## src/rtl/serial_subtractor.sv

```systemverilog
// Bit-serial unsigned subtractor: diff = a - b mod 2^WIDTH, one bit per clock, LSB first.
// Optional compare outputs (a_gt_b, a_eq_b, a_lt_b) are enabled by defining SERIAL_SUB_CMP_EN.
module serial_subtractor #(
    parameter int unsigned WIDTH = 8
) (
    input  logic             clk,
    input  logic             rst_n,
    input  logic             start,
    input  logic [WIDTH-1:0] a,
    input  logic [WIDTH-1:0] b,
    output logic             busy,
    output logic             done,
    output logic [WIDTH-1:0] diff,
    output logic             borrow_out
`ifdef SERIAL_SUB_CMP_EN
    ,
    output logic             a_gt_b,
    output logic             a_eq_b,
    output logic             a_lt_b
`endif
);

    localparam int unsigned CNT_W = (WIDTH > 1) ? $clog2(WIDTH) : 1;
    localparam int unsigned LAST  = WIDTH - 1;

    typedef enum logic [1:0] {
        S_IDLE = 2'd0,
        S_RUN  = 2'd1,
        S_DONE = 2'd2
    } state_t;

    state_t             r_state;
    logic [WIDTH-1:0]   r_a;
    logic [WIDTH-1:0]   r_b;
    logic [WIDTH-1:0]   r_res;
    logic               r_bw;
    logic [CNT_W-1:0]   r_cnt;
    logic               r_busy;
    logic               r_done;
    logic [WIDTH-1:0]   r_diff;
    logic               r_borrow;

    state_t             w_state_nxt;
    logic [WIDTH-1:0]   w_a_nxt;
    logic [WIDTH-1:0]   w_b_nxt;
    logic [WIDTH-1:0]   w_res_nxt;
    logic               w_bw_nxt;
    logic [CNT_W-1:0]   w_cnt_nxt;
    logic               w_busy_nxt;
    logic               w_done_nxt;
    logic [WIDTH-1:0]   w_diff_nxt;
    logic               w_borrow_nxt;

    logic               w_d;
    logic               w_bw_bit;
    logic [WIDTH-1:0]   w_res_shift;
    logic               w_last;

`ifdef SERIAL_SUB_CMP_EN
    logic r_gt;
    logic r_eq;
    logic r_lt;
    logic w_gt_nxt;
    logic w_eq_nxt;
    logic w_lt_nxt;
`endif

    // One full-subtractor slice on the current LSBs
    always_comb begin
        w_d         = r_a[0] ^ r_b[0] ^ r_bw;
        w_bw_bit    = (~r_a[0] & r_b[0]) | (~(r_a[0] ^ r_b[0]) & r_bw);
        w_res_shift = {w_d, r_res[WIDTH-1:1]};
        w_last      = (r_cnt == CNT_W'(LAST));
    end

    // Next-state and next-output logic
    always_comb begin
        w_state_nxt  = r_state;
        w_a_nxt      = r_a;
        w_b_nxt      = r_b;
        w_res_nxt    = r_res;
        w_bw_nxt     = r_bw;
        w_cnt_nxt    = r_cnt;
        w_busy_nxt   = 1'b0;
        w_done_nxt   = 1'b0;
        w_diff_nxt   = r_diff;
        w_borrow_nxt = r_borrow;
`ifdef SERIAL_SUB_CMP_EN
        w_gt_nxt     = r_gt;
        w_eq_nxt     = r_eq;
        w_lt_nxt     = r_lt;
`endif
        unique case (r_state)
            S_IDLE: begin
                if (start) begin
                    w_a_nxt     = a;
                    w_b_nxt     = b;
                    w_res_nxt   = '0;
                    w_bw_nxt    = 1'b0;
                    w_cnt_nxt   = '0;
                    w_state_nxt = S_RUN;
                end
            end
            S_RUN: begin
                w_a_nxt   = {1'b0, r_a[WIDTH-1:1]};
                w_b_nxt   = {1'b0, r_b[WIDTH-1:1]};
                w_res_nxt = w_res_shift;
                w_bw_nxt  = w_bw_bit;
                w_cnt_nxt = r_cnt + CNT_W'(1);
                if (w_last) begin
                    w_state_nxt  = S_DONE;
                    w_diff_nxt   = w_res_shift;
                    w_borrow_nxt = w_bw_bit;
`ifdef SERIAL_SUB_CMP_EN
                    w_lt_nxt     = w_bw_bit;
                    w_eq_nxt     = (w_res_shift == '0) && !w_bw_bit;
                    w_gt_nxt     = !w_bw_bit && (w_res_shift != '0);
`endif
                end
            end
            S_DONE: begin
                w_state_nxt = S_IDLE;
            end
            default: begin
                w_state_nxt = S_IDLE;
            end
        endcase
        w_busy_nxt = (w_state_nxt == S_RUN);
        w_done_nxt = (w_state_nxt == S_DONE);
    end

    // State and datapath registers
    always_ff @(posedge clk or negedge rst_n) begin
        if (!rst_n) begin
            r_state  <= S_IDLE;
            r_a      <= '0;
            r_b      <= '0;
            r_res    <= '0;
            r_bw     <= 1'b0;
            r_cnt    <= '0;
            r_busy   <= 1'b0;
            r_done   <= 1'b0;
            r_diff   <= '0;
            r_borrow <= 1'b0;
        end else begin
            r_state  <= w_state_nxt;
            r_a      <= w_a_nxt;
            r_b      <= w_b_nxt;
            r_res    <= w_res_nxt;
            r_bw     <= w_bw_nxt;
            r_cnt    <= w_cnt_nxt;
            r_busy   <= w_busy_nxt;
            r_done   <= w_done_nxt;
            r_diff   <= w_diff_nxt;
            r_borrow <= w_borrow_nxt;
        end
    end

    assign busy       = r_busy;
    assign done       = r_done;
    assign diff       = r_diff;
    assign borrow_out = r_borrow;

`ifdef SERIAL_SUB_CMP_EN
    // Compare flags follow the result registers
    always_ff @(posedge clk or negedge rst_n) begin
        if (!rst_n) begin
            r_gt <= 1'b0;
            r_eq <= 1'b0;
            r_lt <= 1'b0;
        end else begin
            r_gt <= w_gt_nxt;
            r_eq <= w_eq_nxt;
            r_lt <= w_lt_nxt;
        end
    end

    assign a_gt_b = r_gt;
    assign a_eq_b = r_eq;
    assign a_lt_b = r_lt;
`endif

endmodule

```

## config.mk

```make
export PLATFORM = sky130hd
export DESIGN_NAME = serial_subtractor
export DESIGN_NICKNAME = d
export VERILOG_FILES = /design/src/rtl/serial_subtractor.sv
export SDC_FILE = /design/constraint.sdc
export NUM_CORES = 1
export LEC_CHECK = 0
export ABC_CLOCK_PERIOD_IN_PS = 2400
export CAP_MARGIN = 20
export CORE_MARGIN = 2
export CORE_UTILIZATION = 40
export CTS_CLUSTER_DIAMETER = 120
export CTS_CLUSTER_SIZE = 14
export DETAILED_ROUTE_END_ITERATION = 12
export GPL_ROUTABILITY_DRIVEN = 0
export PLACE_DENSITY = 0.62
export SETUP_SLACK_MARGIN = 0.3
export SYNTH_ARGS = -nofsm -noshare
export SYNTH_HDL_FRONTEND = slang
export SYNTH_SLANG_ARGS = --single-unit
```

## constraint.sdc

```tcl
create_clock -name clk -period 2.4 [get_ports clk]
set_input_delay 0.48 -clock clk [delete_from_list [all_inputs] [get_ports clk]]
set_output_delay 0.48 -clock clk [all_outputs]
set_load 0.01 [all_outputs]
```

======== Yosys cells after proc, flatten, opt, wreduce, memory -nomap -nowiden ========
Cells that the tools add are included.
storage, ports and cells
  bits in registers ....................... 41
  input bits .............................. 19
  output and inout port bits .............. 11
  logic and storage cells ................. 40
cells by class
  add/subtract/negate cells ............... 1
  equality and inequality tests ........... 5
  muxes and demuxes ....................... 13
  bitwise operators ....................... 7
  reduce and logical (&&, ||, !) cells .... 4
operators by type and width
  cell                                           number
  one-hot mux 8 bit (2 select lines)             3
  two-way mux 8 bit                              3
  one-hot mux 3 bit (2 select lines)             1
  == test 2 x 1 -> 1 bit, second input constant  2
  two-way mux 2 bit                              2
  one-hot mux 2 bit (2 select lines)             1
  AND reduction 2 bit                            2
  adder 3 x 1 -> 3 bit, second input constant    1
  == test 3 bit, second input constant           1
  two-way mux 3 bit                              1
  AND 1 bit                                      2
  == test 2 bit, second input constant           1
  logical NOT 2 bit                              1
  != test 2 bit, second input constant           1
  inverter 1 bit                                 2
  one-hot mux 1 bit (2 select lines)             1
  nonzero test 2 bit                             1
  XOR 1 bit                                      2
  two-way mux 1 bit                              1
  bitwise OR 1 bit                               1

======== Depth between registers and ports, before layout ========
  word-level depth ........................ 5
  depth in mapped cells ................... 6
  mapped depth without buffers ............ 5

======== Least setup slack after synthesis ========
Ideal clock, no wire load.
  kind .................................... register to register
  from .................................... register r_cnt[0]
  to ...................................... register r_diff[2] (netlist: diff[2])
  setup time .............................. 0.125 ns
  arrival ................................. 1.306 ns
  data required time ...................... 2.275 ns
  setup slack ............................. 0.969 ns
  stages on the path, launching flop included .. 6
  path buffers ............................ 1
  period minus slack after synthesis ...... 1.431 ns
  cell sequence ........................... dfrtp_1 > ha_1 > ha_1 > nand3b_4 > buf_6 > mux2_4
between the ends
  word-level cells in the longest chain between the ends .. 2
ends and longest elaborated chain
  element                        line  RTL
  start: declaration             37    logic [CNT_W-1:0] r_cnt;
  start signal: assignment       151   r_cnt <= w_cnt_nxt;
  == test 3 bit                  73    w_last = (r_cnt == CNT_W'(LAST));
  AND reduction 2 bit (no line)  n/a
  end signal: assignment         154   r_diff <= w_diff_nxt;
  end: declaration               40    logic [WIDTH-1:0] r_diff;
Every way passes these cells.
A chain may end at the register's enable or synchronous reset.

======== Worst setup path in the final report ========
  from .................................... input start
  to ...................................... register r_res[5]
between the ends
  word-level cells in the longest chain between the ends .. 2
ends and longest elaborated chain
  element                        line  RTL
  start: declaration             8     input logic start,
  != test 2 bit (no line)        n/a
  AND reduction 2 bit (no line)  n/a
  end signal: assignment         149   r_res <= w_res_nxt;
  end: declaration               35    logic [WIDTH-1:0] r_res;
Every way passes these cells.

==> flow_summary.yaml <==
power_and_ir_drop:
  p_comb_share_pct: 35.2
  power_switching_share_pct: 34.26
  finalPower_mw: 2.548
  power_switching_mw: 0.8730
  sequentialPowerShare_pct: 46.6
  power_frac_clock_pct: 18.1
  power_density_mw_per_mm2: 1219
  ir_worst_vdd_v: 0.0005090
  intPower_mw: 1.675
  cellLeakagePower_nw: 0.9350
logic_synthesis:
  synth_top_area_cell: "dfrtp_1"
  synth_area_leaders: "dfrtp_1, o22ai_1, mux2_4, a22o_1, a21oi_1"
  postSynthCellCount: 141
  synth_seq_cells: 40
  yosysSeqAreaShare_pct: 58.61
  syn_area_per_cell_um2: 12.11
  yosysWarnings: 0
  syn_area_mm2: 0.001708
  netlist-cell-type-count: 24
  syn-num-nets: 163
  synth_top_area_share_pct: 58.61
global_routing:
  grt_pass1_wl_um: 5796
  grt_pass1_vias: 1265
  grt_max_degree: 41
  grt_overflow: 0
  grt_use_total_pct: 15.18
  antenna_found_initial: 0
floorplan:
  core_area_mm2: 0.004058
  die_area_mm2: 0.004809
  fp.dieH_um: 69.35
  die_w_um: 69.35
  start_util_pct: 42.09
  ios: 30
  placementRows: 23
sta:
  fmax_mhz: 584.0
  final_max_slew_viol_count: 0
  relSlewSlack_pct: 42.48
  fin_skew_ns: 0.0009055
  post-route-period-util_pct: 71.35
  finalHoldViolCount: 0
  min_period_ns: 1.712
  finalSetupViolCount: 0
  rsz0062_at_grt: "false"
  setup_tns_ns: 0
  tightest_slew_ns: 0.8628
critical_path:
  rr_startpoint: "r_state[1]"
  worst-setup-path-type: "in2reg"
  crit_buf_inv: 1
  rrSetupSlack_ns: 0.88
  required_ns: 2.63
  critPathTopFamily: "compound AO/OA/AOI/OAI gates"
  crit_chain: "clkdlybuf4s50_1 > o21bai_1 > a22o_1"
  cp_max_fo: 11
  cpPeakStageDelay_ns: 0.68
  startpoint_type: "input pin"
  worstRegToRegCells: 3
  cp.arrival_ns: 1.94
  cp_slowest_cell: "o21bai_1"
  end_kind: "flip-flop"
  r2r-end: "r_b[2]"
cells_and_area:
  final_nets: 190
  antenna_cells: 0
  final_layout_size_suffix_gt1_share_pct: 13.02
  syn_to_final_growth_pct: 22.34
  fin_util_pct: 51.50
drt:
  vias: 1217
  drt_first_pass_iters: 4
  vias_per_cell: 5.557
  postRouteWirelength_um: 3303
  drc: 0
  wire_per_inst_um: 15.08
  antenna_left: 0
  drt_iter0_drc: 61
job:
  maxCapViolCount: 0
min_path:
  hp-class: "in2async"
clock_network:
  h-tree-depth: 2
  root_buffer: "clkbuf_8"
  cts_tree: "yes"
  clk_latency_ns: 0.29
  post-cts-setup-buffers: 0
  clock_sinks: 40
  cts_buffer_depth: 2
  cts-buffers-inserted: 5
  clkTransAtPathRegs_ns: 0.07
  cts_resized: 0
  cts_hold_buf: 0
placement:
  hpwl_um: 2277
  port_buffers: 29
outcome:
  status: "finished, final reports clean"
## stage by stage
step / cell area (um2) / setup slack (ns) / hold WS, ns / instances
after floorplan: 1708 / 0.9686 / 0.1844 / 141
after global placement: 1997 / 0.4374 / 0.4695 / 211
after detailed placement: 1997 / 0.3554 / 0.4749 / 211
after CTS: 2090 / 0.6792 / 0.3292 / 219
after global routing: 2090 / 0.5559 / 0.3648 / 219
final: 2090 / 0.6877 / 0.2983 / 219
## synthesized netlist by cell type
cell type	count
mux2_2	2
nand2b_1	1
nor2b_1	2
a21oi_1	15
inv_2	1
buf_6	2
o21ai_0	5
inv_1	5
buf_4	2
ha_1	2
nand3b_4	1
nor2_1	3
buf_2	5
clkbuf_1	1
nand2_1	5
fa_1	1
o21ai_1	2
o21bai_1	1
a22o_1	9
dfrtp_1	40
o22ai_1	28
mux2_4	6
nand2b_2	1
nor2_4	1
## worst reg2reg max path, stage by stage (launching register included)
cell and delay (ns):
dfrtp_1 0.56, nand2b_1 0.56, o22ai_1 0.18, a21oi_1 0.15
## how the worst max path moves through the flow
stage	depth (start not counted)	to	slack (ns)	from
6_report	3	r_res[5]	0.69	start
5_1_grt	4	r_bw	0.56	start
4_1_cts	4	r_bw	0.68	start
3_5_place_dp	3	r_cnt[2]	0.36	start
3_3_place_gp	4	r_bw	0.44	start
2_1_floorplan	5	diff[2]	0.97	r_cnt[0]
## state kept, by name, summed over array words and instances, names as in the netlist
name	count
r_res	7
r_b	8
done	1
busy	1
r_state	2
r_a	8
borrow_out	1
diff	8
r_cnt	3
r_bw	1
## cell usage in the layout (no fill, tap or decap), drive strengths merged, types with 2 or more instances in the layout
| cell type | instances |
|---|---|
| nor2 | 4 |
| a21oi | 15 |
| nand2b | 2 |
| clkbuf | 6 |
| inv | 6 |
| nand2 | 5 |
| nor2b | 2 |
| ha | 2 |
| clkinv | 2 |
| a22o | 9 |
| buf | 2 |
| dfrtp | 40 |
| o22ai | 28 |
| o21ai | 7 |
| mux2 | 8 |
| clkdlybuf4s50 | 28 |
## layout make-up
| class | count | area [um2] |
|---|---|---|
| fillers | 360 | 1968 |
| flip-flops and latches | 40 | 1001 |
| multi-input cells | 85 | 618.1 |
| repair buffers | 30 | 292.8 |
| clock buffers | 6 | 82.58 |
| well taps | 50 | 62.56 |
| inverters | 6 | 22.52 |
| clock inverters | 2 | 10.01 |
## logic make-up after synthesis
kind of cell    count (synthesis)  synth area share [%]
simple gates                   14                 5.202
fa+ha+maj                       3                 2.637
flops                          40                 58.61
mux                             8                 6.594
buf+inv                        16                 5.201
compound gates                 60                 21.76
## power groups by stage
stage          Clock [mW]  Sequential, mW  Combinational, mW
4_1_cts             0.479            1.19              0.911
5_1_grt             0.508            1.23               1.00
3_5_place_dp            0            1.20              0.913
6_report            0.462            1.19              0.898
2_1_floorplan           0            1.16              0.648
3_3_place_gp            0            1.18              0.874
## layer usage
metal,track usage [%],part of all wire (%),vias up,wire (um)
met3,4.942,4.5,7,150
met1,19.02,44,604,1453
li1,-,-,578,-
met2,24.68,50,28,1642
met4,5.229,1.7,0,57
met5,0,0,-,0
Power figures use the tool's default switching activity.
